$ cat src/rtl/icache_if.sv
// Fetch-side and memory-side signals of the direct-mapped instruction cache.
// The slave view belongs to the cache. The master view is the datapath and memory together.
interface icache_if;
  logic        imemREN;
  logic [31:0] imemaddr;
  logic        ihit;
  logic [31:0] imemload;
  logic        flush;
  logic        iREN;
  logic [31:0] iaddr;
  logic        iwait;
  logic [31:0] iload;

  modport slave (
    input  imemREN, imemaddr, flush, iwait, iload,
    output ihit, imemload, iREN, iaddr
  );

  modport master (
    output imemREN, imemaddr, flush, iwait, iload,
    input  ihit, imemload, iREN, iaddr
  );
endinterface

$ cat src/rtl/icache.sv
// Direct-mapped, one-word-per-line instruction cache with zero-wait hits and
// a blocking IDLE/FILL refill engine that always completes to the latched miss address.
module icache #(
  parameter int SETS = 16
) (
  input  logic    CLK,
  input  logic    RST,
  icache_if.slave bus
);
  localparam int IDX_W = $clog2(SETS);
  localparam int TAG_W = 30 - IDX_W;

  typedef enum logic {IDLE = 1'b0, FILL = 1'b1} state_t;

  state_t            state;
  state_t            next_state;

  logic [SETS-1:0]   valid;
  logic [TAG_W-1:0]  tag_arr  [SETS];
  logic [31:0]       data_arr [SETS];
  logic [31:0]       miss_addr;
  logic              drop;

  logic [IDX_W-1:0]  req_idx;
  logic [TAG_W-1:0]  req_tag;
  logic [IDX_W-1:0]  fill_idx;
  logic [TAG_W-1:0]  fill_tag;
  logic              hit;
  logic              miss;
  logic              fill_done;
  logic              fill_we;
  logic              unused_byte_bits;

  assign req_idx  = bus.imemaddr[IDX_W+1:2];
  assign req_tag  = bus.imemaddr[31:IDX_W+2];
  assign fill_idx = miss_addr[IDX_W+1:2];
  assign fill_tag = miss_addr[31:IDX_W+2];
  assign unused_byte_bits = ^bus.imemaddr[1:0];

  // A flush in flight hides every line, including the one being probed this cycle.
  assign hit = (state == IDLE) && bus.imemREN && !bus.flush &&
               valid[req_idx] && (tag_arr[req_idx] == req_tag);
  assign miss      = (state == IDLE) && bus.imemREN && !hit;
  assign fill_done = (state == FILL) && !bus.iwait;
  // A fill overlapped by any flush is discarded so stale data never becomes visible.
  assign fill_we   = fill_done && !drop && !bus.flush;

  always_ff @(posedge CLK or posedge RST) begin
    if (RST) state <= IDLE;
    else     state <= next_state;
  end

  always_comb begin
    next_state = state;
    case (state)
      IDLE: if (miss)      next_state = FILL;
      FILL: if (fill_done) next_state = IDLE;
    endcase
  end

  always_comb begin
    bus.ihit     = 1'b0;
    bus.imemload = '0;
    bus.iREN     = 1'b0;
    bus.iaddr    = '0;
    case (state)
      IDLE: begin
        bus.ihit     = hit;
        bus.imemload = hit ? data_arr[req_idx] : '0;
      end
      FILL: begin
        bus.iREN  = 1'b1;
        bus.iaddr = miss_addr;
      end
    endcase
  end

  always_ff @(posedge CLK or posedge RST) begin
    if (RST) begin
      valid <= '0;
    end else if (bus.flush) begin
      valid <= '0;
    end else if (fill_we) begin
      valid[fill_idx] <= 1'b1;
    end
  end

  always_ff @(posedge CLK or posedge RST) begin
    if (RST) begin
      miss_addr <= '0;
    end else if (miss) begin
      miss_addr <= {bus.imemaddr[31:2], 2'b00};
    end
  end

  always_ff @(posedge CLK or posedge RST) begin
    if (RST) begin
      drop <= 1'b0;
    end else if (state == FILL) begin
      drop <= fill_done ? 1'b0 : (drop | bus.flush);
    end else begin
      drop <= 1'b0;
    end
  end

  // Tag and data storage carry no reset; the valid bits alone decide hits.
  always_ff @(posedge CLK) begin
    if (fill_we) begin
      tag_arr[fill_idx]  <= fill_tag;
      data_arr[fill_idx] <= bus.iload;
    end
  end
endmodule
$ cat src/flat_wrapper.sv
// flat-port wrapper written by rule: the top's interface ports become plain ports
module icache_flat 
#(
  parameter int SETS = 16
)
  (CLK, RST, bus_imemREN, bus_imemaddr, bus_flush, bus_iwait, bus_iload, bus_ihit, bus_imemload, bus_iREN, bus_iaddr);
  icache_if bus_i ();
  input  logic CLK;
  input  logic RST;
  input wire logic [$bits(bus_i.imemREN)-1:0] bus_imemREN;
  input wire logic [$bits(bus_i.imemaddr)-1:0] bus_imemaddr;
  input wire logic [$bits(bus_i.flush)-1:0] bus_flush;
  input wire logic [$bits(bus_i.iwait)-1:0] bus_iwait;
  input wire logic [$bits(bus_i.iload)-1:0] bus_iload;
  output wire logic [$bits(bus_i.ihit)-1:0] bus_ihit;
  output wire logic [$bits(bus_i.imemload)-1:0] bus_imemload;
  output wire logic [$bits(bus_i.iREN)-1:0] bus_iREN;
  output wire logic [$bits(bus_i.iaddr)-1:0] bus_iaddr;
  assign bus_i.imemREN = bus_imemREN;
  assign bus_i.imemaddr = bus_imemaddr;
  assign bus_i.flush = bus_flush;
  assign bus_i.iwait = bus_iwait;
  assign bus_i.iload = bus_iload;
  assign bus_ihit = bus_i.ihit;
  assign bus_imemload = bus_i.imemload;
  assign bus_iREN = bus_i.iREN;
  assign bus_iaddr = bus_i.iaddr;
  icache #(.SETS(SETS)) u_core (.CLK(CLK), .RST(RST), .bus(bus_i));
endmodule
$ cat config.mk
export PLATFORM = sky130hd
export DESIGN_NAME = icache_flat
export DESIGN_NICKNAME = d
export VERILOG_FILES = /design/src/rtl/icache_if.sv /design/src/rtl/icache.sv /design/src/flat_wrapper.sv
export SDC_FILE = /design/constraint.sdc
export NUM_CORES = 1
export LEC_CHECK = 0
export ABC_AREA = 1
export BUFFER_PORTS_ARGS = -buffer_cell sky130_fd_sc_hd__buf_2
export CORE_AREA = 2 2 261 263
export CTS_CLUSTER_DIAMETER = 100
export DETAILED_ROUTE_END_ITERATION = 10
export DIE_AREA = 0 0 263 265
export PLACE_DENSITY = 0.77
export SLEW_MARGIN = 40
export SYNTH_ARGS = -nofsm -noshare
export SYNTH_HDL_FRONTEND = slang
export SYNTH_SLANG_ARGS = --single-unit
$ cat constraint.sdc
create_clock -name CLK -period 8.1 [get_ports CLK]
set_input_delay 1.215 -clock CLK [delete_from_list [all_inputs] [get_ports CLK]]
set_output_delay 1.215 -clock CLK [all_outputs]
set_load 0.01 [all_outputs]
==> impl_metrics.py <==
metrics = {
    "synthesis": {
        "ys_top_cells_by_area": "edfxtp_1 70%, nand2_1 9.4%, nand3_1 3.9%, a21oi_1 3.2%, dfrtp_1 3.0%",
        "seq_area_frac_synth_pct": 72.9,
        "ys_ff_latch": 976,
        "syn_area_sq_mm": 0.0399,
        "synth_cell_types": 30,
        "synth_warnings": 0,
        "synth_edf_count": 928,
        "synth_top_area_share_pct": 69.9,
        "avgSynthCellArea_sq_um": 11.9,
        "synthCells": 3360,
        "yosysTopAreaCell": "edfxtp_1",
        "ys.flop_type": "edfxtp_1",
        "synthArstFlopShare_pct": 4.92,
    },
    "route": {
        "ant_nets": 0,
        "via_per_inst": 6.02,
        "remaining_drc_errors": 0,
        "via_count": 26300,
        "drtPass1Iterations": 6,
        "drt-initial-drc-count": 3133,
        "wirelength_um": 99400,
        "avgRoutedWirePerCell_um": 22.7,
    },
    "clocking": {
        "htreeDepth": 3,
        "cts_setup_buffers": 0,
        "cts_hold_buffers": 0,
        "cts_sinks": 976,
        "tritoncts": "yes",
        "clock-root-buffer": "clkbuf_16",
        "cts-buffers-inserted": 92,
        "clk_latency_ns": 0.65,
        "post_cts_resize_count": 0,
        "path_clk_slew_ns": 0.06,
        "cts_buffer_depth": 3,
    },
    "timing": {
        "min_period_ns": 6.33,
        "tightest_slew_ns": 0.858,
        "finalSetupTns_ns": 0,
        "hold_violations": 0,
        "finalCritPeriodShare_pct": 78.1,
        "finalClockSkew_ns": 0.0206,
        "rsz0062_at_grt": "false",
        "whs_ns": 0.536,
        "setup_ws_ns": 1.77,
        "setup_viol": 0,
        "relSlewSlack_pct": 42.8,
        "drv_slew": 0,
        "max_freq_mhz": 158,
    },
    "setup_path": {
        "ff2ff_setup_slack_ns": 4.60,
        "worstPathMaxFanout": 48,
        "rr_endpoint": "u_core.data_arr[15][15]$_DFFE_PP_",
        "required_ns": 6.88,
        "r2r_cells": 5,
        "cpMostUsedCell": "nand2_1",
        "critPathKind": "in -> out",
        "r2r-start": "u_core.state$_DFF_PP0_",
        "worstPathArrival_ns": 5.11,
        "cp_top_family": "buffers and inverters",
        "crit_buf_inv": 5,
        "worst_path_max_delay_cell": "clkinv_2",
        "crit_path_end_kind": "output pin",
        "cp_slowest_stage_delay_ns": 0.69,
        "crit_chain": "buf_4, clkinv_2, buf_4, nand3_1, nand2_1, nand2_1, nand2_1, nor2_1, nand2_1, inv_1, nand2_1, nor2_2, nand2_8, a21oi_1, buf_2",
        "start_kind": "input pin",
    },
    "floorplan": {
        "num_io_pins": 135,
        "core_area_sq_mm": 0.0668,
        "start_util_pct": 59.7,
        "die_area_sq_mm": 0.0697,
        "die_w_um": 263,
        "fp.dieH_um": 265,
        "rows": 95,
    },
    "min_path": {
        "min-delay-start": "u_core.valid[15]$_DFFE_PP0P_",
        "holdPathStages": 2,
        "hold_path.class": "reg -> reg",
        "whs_endpoint": "u_core.valid[15]$_DFFE_PP0P_",
    },
    "job": {
        "cap_violations": 0,
    },
    "global_routing": {
        "grt_usage_pct": 28.2,
        "grt_first_pass_wirelength_um": 148000,
        "grt_max_degree": 169,
        "grt_pass1_vias": 25200,
        "antenna_found_initial": 9,
        "grt-ovfl-total": 0,
    },
    "finish": {
        "fillers": 4695,
        "area_growth_pct": 11.2,
        "drive_gt1_share_pct": 10.2,
        "final_nets": 3489,
    },
    "power_and_ir_drop": {
        "totalPowerFinal_w": 0.0107,
        "leakage_nw": 16.7,
        "peakVddDrop_v": 0.000179,
        "power_density_mw_per_mm2": 241,
    },
    "place": {
        "gp_congestion": 0.804,
        "port_buffers": 130,
        "dp_slack_ns": 1.90,
        "dp_hpwl_um": 47700,
    },
    "run_status": {
        "outcome": "completed",
    },
}
## Yosys cell counts, types with 7 or more instances
library cell,instances
a21oi_1,255
a221oi_1,113
a311oi_1,7
buf_1,35
buf_2,54
buf_4,22
clkbuf_1,97
dfrtp_1,48
edfxtp_1,928
inv_1,210
nand2_1,995
nand3_1,307
nor2_1,119
nor3_1,12
nor3_2,11
o211ai_1,19
o21ai_0,71
o21ai_1,12
o22ai_1,16
## sequential cells by signal, indices dropped and copies added, names as in the netlist
register / count
u_core.drop: 1
u_core.miss_addr: 30
u_core.valid: 16
u_core.data_arr: 512
u_core.tag_arr: 416
u_core.state: 1
## logic make-up (layout without fill, tap and decap cells)
group / Yosys count / count (layout) / share of synthesized area (%)
AOI/OAI and AO/OA: 498 / 498 / 7.61
buffers and inverters: 427 / 561 / 4.49
DFF: 976 / 976 / 72.9
other: 1 / 3 / 0.00940
and+or+nand+nor: 1458 / 1458 / 15.0
## cell usage in the layout, fill, tap and decap left out, drive strengths merged
cell type / instances
clkbuf: 110
clkinvlp: 4
nor3: 23
clkinv: 47
or2: 7
diode: 1
bufinv: 5
a21oi: 255
edfxtp: 928
nor2: 120
o21bai: 1
inv: 217
a311oi: 7
a32o: 4
nor4: 1
o211ai: 19
buf: 178
nand2: 996
conb: 2
o22ai: 16
dfrtp: 48
nand3b: 4
o21ai: 83
a221oi: 113
nand3: 307
## report_power, final
group          switching, W  internal, W
clock               0.00183      0.00228
combinational      0.000504     0.000194
sequential         0.000149      0.00571
total               0.00248      0.00818
## worst register-to-register path: cells and delay by family, from the launching register on
family	cells	cell delay (ns)
buffers and inverters	2	0.91
AND/OR/NAND/NOR	3	1.83
flip-flops	1	0.34
## worst max path at each step
stage                          from                              end  slack (ns)  cells past startpoint
floorplan                 bus_flush  u_core.data_arr[0][0]$_DFFE_PP_        2.97                      4
global placement    bus_imemaddr[2]                  bus_imemload[0]        1.48                     17
detailed placement  bus_imemaddr[5]                  bus_imemload[0]        1.90                     15
CTS                 bus_imemaddr[5]                  bus_imemload[0]        1.93                     15
global route        bus_imemaddr[2]                  bus_imemload[0]        1.63                     18
finish              bus_imemaddr[5]                  bus_imemload[0]        1.77                     15
## area by class of cell
type	count	area (sq um)	area share [%]
timing repair buffer	178	1300	2.93
tap	873	1090	2.46
inverter	214	835	1.88
multi-input combinational	1958	9170	20.7
antenna	1	2.50	0.00564
clock buffer	110	2390	5.39
clock inverter	59	487	1.10
sequential	976	29100	65.6
## per-layer routing
layer / GRT usage (%) / vias up / part of all wire, %
li1: - / 12000 / -
met1: 38.7 / 12700 / 39
met2: 45.8 / 1433 / 48
met3: 4.88 / 224 / 10
met4: 10.7 / 14 / 2.9
met5: 0 / - / 0.071
## per-stage QoR
| stage | instance area, sq um | cells | util [%] |
|---|---|---|---|
| 2_1_floorplan | 39900 | 3361 | - |
| 3_5_place_dp | 41500 | 4199 | 62.1 |
| 5_1_grt | 44300 | 4369 | 66.4 |
| 6_report | 44300 | 4369 | 66.4 |
| 3_3_place_gp | 41100 | 4189 | 61.6 |
| 4_1_cts | 44300 | 4368 | 66.4 |
Power figures use the tool's default switching activity.
